===== src/rtl/screen_sequencer_pkg.sv =====
// Shared encodings for the screen sequencer: FSM states, clear targets and pixel-source selects.
// Pure definitions with no timing or flow control of their own.
package screen_seq_pkg;

  typedef enum logic [2:0] {
    S_CLEAR     = 3'd0,
    S_DRAW_HOME = 3'd1,
    S_HOME      = 3'd2,
    S_PLAY      = 3'd3,
    S_PAUSE     = 3'd4,
    S_DRAW_OVER = 3'd5,
    S_OVER      = 3'd6
  } state_t;

  typedef enum logic [1:0] {
    TGT_HOME = 2'd0,
    TGT_PLAY = 2'd1,
    TGT_OVER = 2'd2
  } target_t;

  typedef enum logic [2:0] {
    SRC_NONE  = 3'd0,
    SRC_CLEAR = 3'd1,
    SRC_HOME  = 3'd2,
    SRC_GAME  = 3'd3,
    SRC_OVER  = 3'd4
  } src_t;

  // Idle screens and illegal encodings select no source, so plot stays low there.
  function automatic src_t state_src(input state_t s);
    case (s)
      S_CLEAR:     return SRC_CLEAR;
      S_DRAW_HOME: return SRC_HOME;
      S_PLAY:      return SRC_GAME;
      S_DRAW_OVER: return SRC_OVER;
      default:     return SRC_NONE;
    endcase
  endfunction

endpackage


===== src/rtl/screen_sequencer_if.sv =====
// Control and pixel bus between the screen sequencer and its drawers, game controller and VGA plotter.
// Plain level/pulse signals with no handshake; master is the sequencer side.
interface screen_sequencer_if #(
  parameter int X_W   = 8,
  parameter int Y_W   = 7,
  parameter int COL_W = 3
);
  logic             start;
  logic             game_over;
  logic [X_W-1:0]   hs_x, gc_x, go_x;
  logic [Y_W-1:0]   hs_y, gc_y, go_y;
  logic [COL_W-1:0] hs_col, gc_col, go_col;
  logic             hs_plot, hs_done;
  logic             gc_plot;
  logic             go_plot, go_done;

  logic             draw_home;
  logic             draw_over;
  logic             game_en;
  logic             game_restart;
  logic [X_W-1:0]   x_out;
  logic [Y_W-1:0]   y_out;
  logic [COL_W-1:0] col_out;
  logic             plot;
  logic [2:0]       state_o;

  modport master (
    input  start, game_over,
    input  hs_x, hs_y, hs_col, hs_plot, hs_done,
    input  gc_x, gc_y, gc_col, gc_plot,
    input  go_x, go_y, go_col, go_plot, go_done,
    output draw_home, draw_over, game_en, game_restart,
    output x_out, y_out, col_out, plot, state_o
  );

  modport slave (
    output start, game_over,
    output hs_x, hs_y, hs_col, hs_plot, hs_done,
    output gc_x, gc_y, gc_col, gc_plot,
    output go_x, go_y, go_col, go_plot, go_done,
    input  draw_home, draw_over, game_en, game_restart,
    input  x_out, y_out, col_out, plot, state_o
  );
endinterface


===== src/rtl/screen_sequencer_clear_counter.sv =====
// Raster counter for the background clear: x inner, y outer, one pixel per enabled cycle.
// last is combinational on the final pixel; no backpressure, clr forces both counters to 0.
module screen_clear_counter #(
  parameter int X_W      = 8,
  parameter int Y_W      = 7,
  parameter int SCREEN_W = 160,
  parameter int SCREEN_H = 120
) (
  input  logic           clk,
  input  logic           resetn,
  input  logic           en,
  input  logic           clr,
  output logic [X_W-1:0] cx,
  output logic [Y_W-1:0] cy,
  output logic           last
);
  localparam logic [X_W-1:0] X_LAST = X_W'(SCREEN_W - 1);
  localparam logic [Y_W-1:0] Y_LAST = Y_W'(SCREEN_H - 1);

  always_ff @(posedge clk) begin
    if (!resetn || clr) begin
      cx <= '0;
      cy <= '0;
    end else if (en) begin
      if (cx == X_LAST) begin
        cx <= '0;
        cy <= (cy == Y_LAST) ? '0 : cy + 1'b1;
      end else begin
        cx <= cx + 1'b1;
      end
    end
  end

  assign last = (cx == X_LAST) && (cy == Y_LAST);
endmodule


===== src/rtl/screen_sequencer.sv =====
// Screen-flow FSM (home/play/pause/game-over) arbitrating three pixel sources plus a background clear.
// Pixel bus is registered: 1-cycle latency from source to x_out/plot; no backpressure.
module screen_sequencer
  import screen_seq_pkg::*;
#(
  parameter int X_W      = 8,
  parameter int Y_W      = 7,
  parameter int COL_W    = 3,
  parameter int SCREEN_W = 160,
  parameter int SCREEN_H = 120,
  parameter int BG_COL   = 0,
  parameter int CLEAR_EN = 1
) (
  input logic                clk,
  input logic                resetn,
  screen_sequencer_if.master bus
);
  localparam state_t RST_STATE = (CLEAR_EN != 0) ? S_CLEAR : S_DRAW_HOME;

  state_t           r_state;
  target_t          r_target;
  logic             r_start_q;
  logic             r_draw_home, r_draw_over, r_game_en, r_game_restart;
  logic [X_W-1:0]   r_x;
  logic [Y_W-1:0]   r_y;
  logic [COL_W-1:0] r_col;
  logic             r_plot;

  logic [X_W-1:0]   w_cx, w_x;
  logic [Y_W-1:0]   w_cy, w_y;
  logic [COL_W-1:0] w_col;
  logic             w_plot, w_last, w_start_evt;

  // Act on release so a held button never repeats.
  assign w_start_evt = r_start_q && !bus.start;

  screen_clear_counter #(
    .X_W(X_W), .Y_W(Y_W), .SCREEN_W(SCREEN_W), .SCREEN_H(SCREEN_H)
  ) u_clear (
    .clk(clk), .resetn(resetn),
    .en(r_state == S_CLEAR), .clr(r_state != S_CLEAR),
    .cx(w_cx), .cy(w_cy), .last(w_last)
  );

  always_ff @(posedge clk) begin
    if (!resetn) begin
      r_state        <= RST_STATE;
      r_target       <= TGT_HOME;
      r_start_q      <= 1'b0;
      r_draw_home    <= 1'b0;
      r_draw_over    <= 1'b0;
      r_game_en      <= 1'b0;
      r_game_restart <= 1'b0;
    end else begin
      r_start_q      <= bus.start;
      r_game_restart <= 1'b0;
      case (r_state)
        S_CLEAR: if (w_last) begin
          case (r_target)
            TGT_PLAY: begin r_state <= S_PLAY; r_game_en <= 1'b1; r_game_restart <= 1'b1; end
            TGT_OVER: begin r_state <= S_DRAW_OVER; r_draw_over <= 1'b1; end
            default:  begin r_state <= S_DRAW_HOME; r_draw_home <= 1'b1; end
          endcase
        end
        S_DRAW_HOME: begin
          r_draw_home <= !bus.hs_done;
          if (bus.hs_done) r_state <= S_HOME;
        end
        S_HOME, S_OVER: if (w_start_evt) begin
          if (CLEAR_EN != 0) begin
            r_state  <= S_CLEAR;
            r_target <= TGT_PLAY;
          end else begin
            r_state        <= S_PLAY;
            r_game_en      <= 1'b1;
            r_game_restart <= 1'b1;
          end
        end
        S_PLAY: begin
          if (bus.game_over) begin
            r_game_en <= 1'b0;
            if (CLEAR_EN != 0) begin
              r_state  <= S_CLEAR;
              r_target <= TGT_OVER;
            end else begin
              r_state     <= S_DRAW_OVER;
              r_draw_over <= 1'b1;
            end
          end else if (w_start_evt) begin
            r_state   <= S_PAUSE;
            r_game_en <= 1'b0;
          end else begin
            r_game_en <= 1'b1;
          end
        end
        S_PAUSE: if (w_start_evt) begin
          r_state   <= S_PLAY;
          r_game_en <= 1'b1;
        end
        S_DRAW_OVER: begin
          r_draw_over <= !bus.go_done;
          if (bus.go_done) r_state <= S_OVER;
        end
        default: begin
          r_state     <= S_CLEAR;
          r_target    <= TGT_HOME;
          r_draw_home <= 1'b0;
          r_draw_over <= 1'b0;
          r_game_en   <= 1'b0;
        end
      endcase
    end
  end

  always_comb begin
    w_x    = '0;
    w_y    = '0;
    w_col  = '0;
    w_plot = 1'b0;
    case (state_src(r_state))
      SRC_CLEAR: begin w_x = w_cx; w_y = w_cy; w_col = COL_W'(BG_COL); w_plot = 1'b1; end
      SRC_HOME:  begin w_x = bus.hs_x; w_y = bus.hs_y; w_col = bus.hs_col; w_plot = bus.hs_plot; end
      SRC_GAME:  begin w_x = bus.gc_x; w_y = bus.gc_y; w_col = bus.gc_col; w_plot = bus.gc_plot; end
      SRC_OVER:  begin w_x = bus.go_x; w_y = bus.go_y; w_col = bus.go_col; w_plot = bus.go_plot; end
      default:   begin end
    endcase
  end

  always_ff @(posedge clk) begin
    if (!resetn) begin
      r_x    <= '0;
      r_y    <= '0;
      r_col  <= '0;
      r_plot <= 1'b0;
    end else begin
      r_x    <= w_x;
      r_y    <= w_y;
      r_col  <= w_col;
      r_plot <= w_plot;
    end
  end

  assign bus.draw_home    = r_draw_home;
  assign bus.draw_over    = r_draw_over;
  assign bus.game_en      = r_game_en;
  assign bus.game_restart = r_game_restart;
  assign bus.x_out        = r_x;
  assign bus.y_out        = r_y;
  assign bus.col_out      = r_col;
  assign bus.plot         = r_plot;
  assign bus.state_o      = r_state;
endmodule


===== src/flat_wrapper.sv =====
// flat-port wrapper written by rule: the top's interface ports become plain ports
module screen_sequencer_flat import screen_seq_pkg::*;
#(
  parameter int X_W      = 8,
  parameter int Y_W      = 7,
  parameter int COL_W    = 3,
  parameter int SCREEN_W = 160,
  parameter int SCREEN_H = 120,
  parameter int BG_COL   = 0,
  parameter int CLEAR_EN = 1
)
  (clk, resetn, bus_start, bus_game_over, bus_hs_x, bus_hs_y, bus_hs_col, bus_hs_plot, bus_hs_done, bus_gc_x, bus_gc_y, bus_gc_col, bus_gc_plot, bus_go_x, bus_go_y, bus_go_col, bus_go_plot, bus_go_done, bus_draw_home, bus_draw_over, bus_game_en, bus_game_restart, bus_x_out, bus_y_out, bus_col_out, bus_plot, bus_state_o);
  screen_sequencer_if #(.X_W(X_W), .Y_W(Y_W), .COL_W(COL_W)) bus_i ();
  input logic clk;
  input logic resetn;
  input wire logic [$bits(bus_i.start)-1:0] bus_start;
  input wire logic [$bits(bus_i.game_over)-1:0] bus_game_over;
  input wire logic [$bits(bus_i.hs_x)-1:0] bus_hs_x;
  input wire logic [$bits(bus_i.hs_y)-1:0] bus_hs_y;
  input wire logic [$bits(bus_i.hs_col)-1:0] bus_hs_col;
  input wire logic [$bits(bus_i.hs_plot)-1:0] bus_hs_plot;
  input wire logic [$bits(bus_i.hs_done)-1:0] bus_hs_done;
  input wire logic [$bits(bus_i.gc_x)-1:0] bus_gc_x;
  input wire logic [$bits(bus_i.gc_y)-1:0] bus_gc_y;
  input wire logic [$bits(bus_i.gc_col)-1:0] bus_gc_col;
  input wire logic [$bits(bus_i.gc_plot)-1:0] bus_gc_plot;
  input wire logic [$bits(bus_i.go_x)-1:0] bus_go_x;
  input wire logic [$bits(bus_i.go_y)-1:0] bus_go_y;
  input wire logic [$bits(bus_i.go_col)-1:0] bus_go_col;
  input wire logic [$bits(bus_i.go_plot)-1:0] bus_go_plot;
  input wire logic [$bits(bus_i.go_done)-1:0] bus_go_done;
  output wire logic [$bits(bus_i.draw_home)-1:0] bus_draw_home;
  output wire logic [$bits(bus_i.draw_over)-1:0] bus_draw_over;
  output wire logic [$bits(bus_i.game_en)-1:0] bus_game_en;
  output wire logic [$bits(bus_i.game_restart)-1:0] bus_game_restart;
  output wire logic [$bits(bus_i.x_out)-1:0] bus_x_out;
  output wire logic [$bits(bus_i.y_out)-1:0] bus_y_out;
  output wire logic [$bits(bus_i.col_out)-1:0] bus_col_out;
  output wire logic [$bits(bus_i.plot)-1:0] bus_plot;
  output wire logic [$bits(bus_i.state_o)-1:0] bus_state_o;
  assign bus_i.start = bus_start;
  assign bus_i.game_over = bus_game_over;
  assign bus_i.hs_x = bus_hs_x;
  assign bus_i.hs_y = bus_hs_y;
  assign bus_i.hs_col = bus_hs_col;
  assign bus_i.hs_plot = bus_hs_plot;
  assign bus_i.hs_done = bus_hs_done;
  assign bus_i.gc_x = bus_gc_x;
  assign bus_i.gc_y = bus_gc_y;
  assign bus_i.gc_col = bus_gc_col;
  assign bus_i.gc_plot = bus_gc_plot;
  assign bus_i.go_x = bus_go_x;
  assign bus_i.go_y = bus_go_y;
  assign bus_i.go_col = bus_go_col;
  assign bus_i.go_plot = bus_go_plot;
  assign bus_i.go_done = bus_go_done;
  assign bus_draw_home = bus_i.draw_home;
  assign bus_draw_over = bus_i.draw_over;
  assign bus_game_en = bus_i.game_en;
  assign bus_game_restart = bus_i.game_restart;
  assign bus_x_out = bus_i.x_out;
  assign bus_y_out = bus_i.y_out;
  assign bus_col_out = bus_i.col_out;
  assign bus_plot = bus_i.plot;
  assign bus_state_o = bus_i.state_o;
  screen_sequencer #(.X_W(X_W), .Y_W(Y_W), .COL_W(COL_W), .SCREEN_W(SCREEN_W), .SCREEN_H(SCREEN_H), .BG_COL(BG_COL), .CLEAR_EN(CLEAR_EN)) u_core (.clk(clk), .resetn(resetn), .bus(bus_i));
endmodule

===== config.mk =====
export PLATFORM = sky130hd
export DESIGN_NAME = screen_sequencer_flat
export DESIGN_NICKNAME = d
export VERILOG_FILES = /design/src/rtl/screen_sequencer_pkg.sv /design/src/rtl/screen_sequencer_if.sv /design/src/rtl/screen_sequencer_clear_counter.sv /design/src/rtl/screen_sequencer.sv /design/src/flat_wrapper.sv
export SDC_FILE = /design/constraint.sdc
export NUM_CORES = 1
export LEC_CHECK = 0
export CORE_MARGIN = 2
export CORE_UTILIZATION = 44
export CTS_BUF_LIST = sky130_fd_sc_hd__clkbuf_16
export CTS_CLUSTER_DIAMETER = 60
export DETAILED_ROUTE_END_ITERATION = 7
export GPL_TIMING_DRIVEN = 0
export PLACE_DENSITY = 0.8
export SLEW_MARGIN = 20
export SYNTH_ARGS = -nofsm -noshare
export SYNTH_HDL_FRONTEND = slang
export SYNTH_SLANG_ARGS = --single-unit

===== constraint.sdc =====
create_clock -name clk -period 2.6 [get_ports clk]
set_clock_uncertainty 0.2 [all_clocks]
set_input_delay 0.52 -clock clk [delete_from_list [all_inputs] [get_ports clk]]
set_output_delay 0.52 -clock clk [all_outputs]
set_load 0.1 [all_outputs]

# Word-level counts from Yosys, hierarchy flattened
# Index checks and enable logic that the tools add are counted.
[totals]
out_inout_bits = 26
latch_bits = 0
mem_bits_ro = 0
memories = 0
mem_bits_rw = 0
register_bits = 44
[op_classes]
bitwise = 4
n_lt_le_gt_ge = 0
reduce_logical = 22
div_mod_pow = 0
n_mul = 0
n_mux = 32
eq_ne = 24
shift = 0
addsub = 2
[ops]
columns = ["cell", "count"]
rows = [
  ["$pmux 8 s4", 1],
  ["$pmux 7 s4", 1],
  ["$mux 3", 7],
  ["$pmux 3 s6", 1],
  ["$eq 3x2->1 const B", 4],
  ["$eq 3x3->1 const B", 4],
  ["$pmux 3 s4", 1],
  ["$reduce_and 3->1", 4],
  ["$mux 1", 10],
  ["$ne 2x1->1 const B", 5],
  ["$reduce_or 5->1", 2],
  ["$pmux 3 s3", 1],
  ["$add 8x1->8 const B", 1],
  ["$eq 8x8->1 const B", 1],
  ["$mux 8", 1],
  ["$ne 2x2->1 const B", 4],
  ["$pmux 1 s4", 2],
  ["$reduce_or 4->1", 2],
  ["$add 7x1->7 const B", 1],
  ["$eq 7x7->1 const B", 1],
  ["$mux 7", 1],
  ["$eq 3x1->1 const B", 2],
  ["$pmux 1 s3", 2],
  ["$pmux 2 s3", 1],
  ["other kinds (15)", 24],
]

# Depth between registers and ports, before layout
[depth]
word_depth = 5
ltp_mapped = 7
ltp_nobuf = 6

# By module
# From an unflattened synthesis, not the netlist that was laid out.
[hier_totals]
cells_unflattened = 252
hier_area_um2 = 2264.7
[modules_own_cells]
columns = ["mod", "cells_each", "n_inst", "area_each_um2"]
rows = [
  ["screen_sequencer", 166, 1, 1488.9],
  ["screen_clear_counter", 86, 1, 775.7],
]

# Worst setup path after synthesis
# No wires, ideal clock.
[synth_path]
path_type = "reg-to-reg"
from = "reg u_core.r_state[0], in the netlist u_core.bus.state_o[0]"
to = "reg u_core.r_state[2], in the netlist u_core.bus.state_o[2]"
path_buffers = 1
arrival_time_ns = 2.180
path_slack_ns = 0.104
stages_incl_launch_ff = 6
setup_ns = 0.116
cell_sequence = "dfxtp_1 buf_2 o21ai_0 a32oi_1 mux2_2 and3_1"
[synth_between]
elab_chain_cells = 4
elab_cells_between_ends = 16
[synth_rtl]
columns = ["element", "line_no", "text"]
rows = [
  ["start, declared", "screen_sequencer.sv:20", "state_t r_state;"],
  ["start signal, assigned", "screen_sequencer.sv:47", "r_state <= RST_STATE;"],
  ["start signal, assigned", "screen_sequencer.sv:60", "TGT_PLAY: begin r_state <= S_PLAY; r_game_en <= 1'b1; r_game_restart <= 1'b1; end"],
  ["start signal, assigned", "screen_sequencer.sv:61", "TGT_OVER: begin r_state <= S_DRAW_OVER; r_draw_over <= 1'b1; end"],
  ["$eq 3x2->1 / $eq 3x3->1 (equally long branches)", "screen_sequencer.sv:57", "case (r_state)"],
  ["$reduce_or 2->1", "screen_sequencer.sv:57", ""],
  ["$ne 2x1->1 (no line)", "-", ""],
  ["$reduce_and 6->1 (no line)", "-", ""],
]
# Parallel ways exist; a longest one is shown, timed or not.
# A chain may end at the register's enable or synchronous reset.

# Final worst setup path
[layout_path]
from = "reg u_core.r_state[1], in the netlist u_core.bus.state_o[1]"
to = "out bus_state_o[1]"
[layout_lines]
columns = ["element", "line_no", "text"]
rows = [
  ["end, declared", "flat_wrapper.sv:40", "output wire logic [$bits(bus_i.state_o)-1:0] bus_state_o;"],
]
# No word-level cell between the ends.

==> metrics.txt <==
Starting DRT DRC Count 253; leakage power figure 1.24 nW; Vias 2,400; cells along the critical path clkdlybuf4s50_1; H-tree levels 2; Hold Path Depth 2; commonest non-fill, non-tap cells in the layout clkdlybuf4s50_1 (87), dfxtp_1 (44), nor2_1 (33); vias in the first global route 2,318; Slew headroom 33.9%; Worst-Margin Slew slightly below 1000 ps; Fillers 439; Final Hold Vio Count 0; asr flop ratio synth 0%; Peak VDD IR 0.000315 V; min Tclk post-route 2550 ps; YS warnings 0; max cap viols 0; cts bufs inserted 5; EDFF count, synth 0; layout cells sized above 1 8.71%; Main synth FF type dfxtp_1; drt total wl 7.06 mm; starting density of the core 45.4%; CP peak stage delay 1160 ps; outcome completed; cells after synthesis 260; CP Capture Type primary output; # clock sinks 44; post-layout power about 1.4 mW; First-pass DRT Iterations 6; Setup violations, final 0; TritonCTS clock tree built; Post-DRT Antenna Nets 0; Core Box Area between 5000 and 6000 µm²; Hold Crit Class reg -> reg; wire per inst 16.6 µm; grt total ovfl 0; largest net degree at the start of global routing 13; initial antenna violation count 0; arrival time at the worst endpoint 1830 ps; Die Y 76.6 µm; drt drc 0; syn_nets 328; Max Clk Rate about 390 MHz; # rows 26; Synth-to-Final Area Change 47.6%; Worst R2R Start u_core.u_clear.cx[0]; RSZ-0062 raised after global routing no; R2R cell count 5; count of input and output buffers 88; Worst R2R Setup Slack 340 ps; Vias/cell 5.63; Hold Crit Start u_core.u_clear.cy[1]; Worst R2R End u_core.bus.draw_home; Tot GR Track Use roughly a quarter; Post-Syn Area roughly 2300 µm²; critical path startpoint category flop; first-pass GRT wire length between 10 and 15 mm; post-DP HPWL 5.33 mm; placer congestion estimate 0.935; Max Transition Viols Final 0; CP Buf/Inv Count 1; Hold Path Sink u_core.u_clear.cy[1]; CP Data Required Time 1880 ps; Netlist cell types 54; worst-path fanout max 3; die area 5870 µm²; fin crit share a little over nine tenths; critical path's slowest cell clkdlybuf4s50_1; clk_lat worst skew roughly 280 ps; Seq/Total Area, Yosys 38.0%; # Post-CTS Setup Buffers 0; die width 76.6 µm; nets 423; CTS root buffer clkbuf_16; synthesized area per cell 8.92 µm²; CTS Buffer Depth 2; setup TNS 0 ps; most common cell after layout, fill and taps aside clkdlybuf4s50_1; I/O pin count 89; PwrDens around 420 nW/µm²; Clk pin slew, worst setup/hold paths 60 ps; #FFs+latches synth 44; CP top delay family buffers and inverters; antenna diode count 0; kind of critical path reg -> out
==> layout make-up <==
cell class	instances	area, µm²	share of cell area [%]
flip-flops and latches	44	881	25.7
repair buffers	88	880	25.7
plain buffers	18	88.8	2.60
inverters	4	15.0	0.439
clock inverters	3	11.3	0.329
clock buffers	5	125	3.66
multi-input cells	194	1330	39.0
well taps	70	87.6	2.56
==> state kept, by name, summed over array words and instances, names as in the netlist <==
register                 flops
u_core.u_clear.cx            8
u_core.u_clear.cy            7
u_core.bus.game_en           1
u_core.bus.draw_over         1
u_core.bus.y_out             7
u_core.bus.draw_home         1
u_core.bus.game_restart      1
u_core.bus.col_out           3
u_core.r_target              2
u_core.bus.state_o           3
u_core.r_start_q             1
u_core.bus.x_out             8
u_core.bus.plot              1
==> cells by family after synthesis <==
| logic type | synth area share, % |
|---|---|
| AO/OA/AOI/OAI | 20.5 |
| XOR/XNOR | 3.78 |
| adder cells (fa/ha/maj) | 2.70 |
| buffers and inverters | 4.48 |
| AND/OR/NAND/NOR | 26.0 |
| flip-flops | 38.0 |
| multiplexers | 4.64 |
==> tightest hold or removal path, delay by kind of cell (launching register included) <==
family | cells | cell delay, ps
AOI/OAI and AO/OA | 1 | 50
DFF | 1 | 360
and+or+nand+nor | 1 | 70
==> how the worst max path moves through the flow <==
stage	from	end	slack, ps	depth (start not counted)
final	u_core.bus.state_o[1]	bus_state_o[1]	50	1
after CTS	u_core.bus.state_o[1]	bus_state_o[1]	60	1
after global routing	u_core.bus.state_o[1]	bus_state_o[1]	20	1
after global placement	bus_start	u_core.bus.state_o[2]	230	5
after detailed placement	bus_start	u_core.bus.state_o[2]	270	5
after floorplan	u_core.bus.state_o[0]	u_core.bus.state_o[2]	100	5
==> cell usage after synthesis, drive strengths merged (2+ instances only) <==
master   n  area (µm²)
buf      7        47.6
nor2    33         124
xnor2    8        70.1
or3      2        12.5
or2      3        21.3
nand4    3        25.0
dfxtp   44         881
nand3    7        35.0
nand2b   2        12.5
a22oi    2        15.0
and2     8        50.1
xor2     2        17.5
a222oi  11         110
clkbuf  11        41.3
nor3    11        60.1
a21boi   2        15.0
nand2   13        48.8
and4     3        27.5
inv      4        15.0
and3     4        26.3
a21oi   14        73.8
nor4     5        71.3
mux2i    4        40.0
mux2     6        67.6
nor3b    2        15.0
nor2b    5        31.3
o21ai   12        60.1
a22o    12         105
ha       5        62.6
==> power by group <==
group | leakage (nW) | internal (mW) | switching [mW]
registers | 0.356 | 0.682 | 0.00734
logic | 0.813 | 0.102 | 0.0614
clock network | 0.0738 | 0.346 | 0.249
total | 1.24 | 1.13 | 0.317
==> layer usage <==
metal	up-vias	track usage (%)	share of wire, %
met5	-	0	0
li1	1155	-	-
met3	16	6.99	6.8
met2	103	43.8	52
met4	0	6.36	1.6
met1	1126	30.3	40
==> through the flow <==
step | instance area (µm²) | setup WS, ps | utilization [%] | cells | hold WS, ps
6_report | 3420 | 49.6 | 67.0 | 426 | 328
5_1_grt | 3420 | 17.9 | 67.0 | 426 | 360
4_1_cts | 3420 | 58.8 | 67.0 | 426 | 329
3_5_place_dp | 3290 | 268 | 64.4 | 418 | 320
3_3_place_gp | 3290 | 235 | 64.4 | 418 | 323
2_1_floorplan | 2320 | 104 | - | 260 | 270
==> repair_timing <==
item | CTS | global route
setup endpoints to repair | 1 | 0
hold buffers | 0 | 0
resized for setup | 1 | 0
Note: power is estimated with default switching activity, not from simulation.
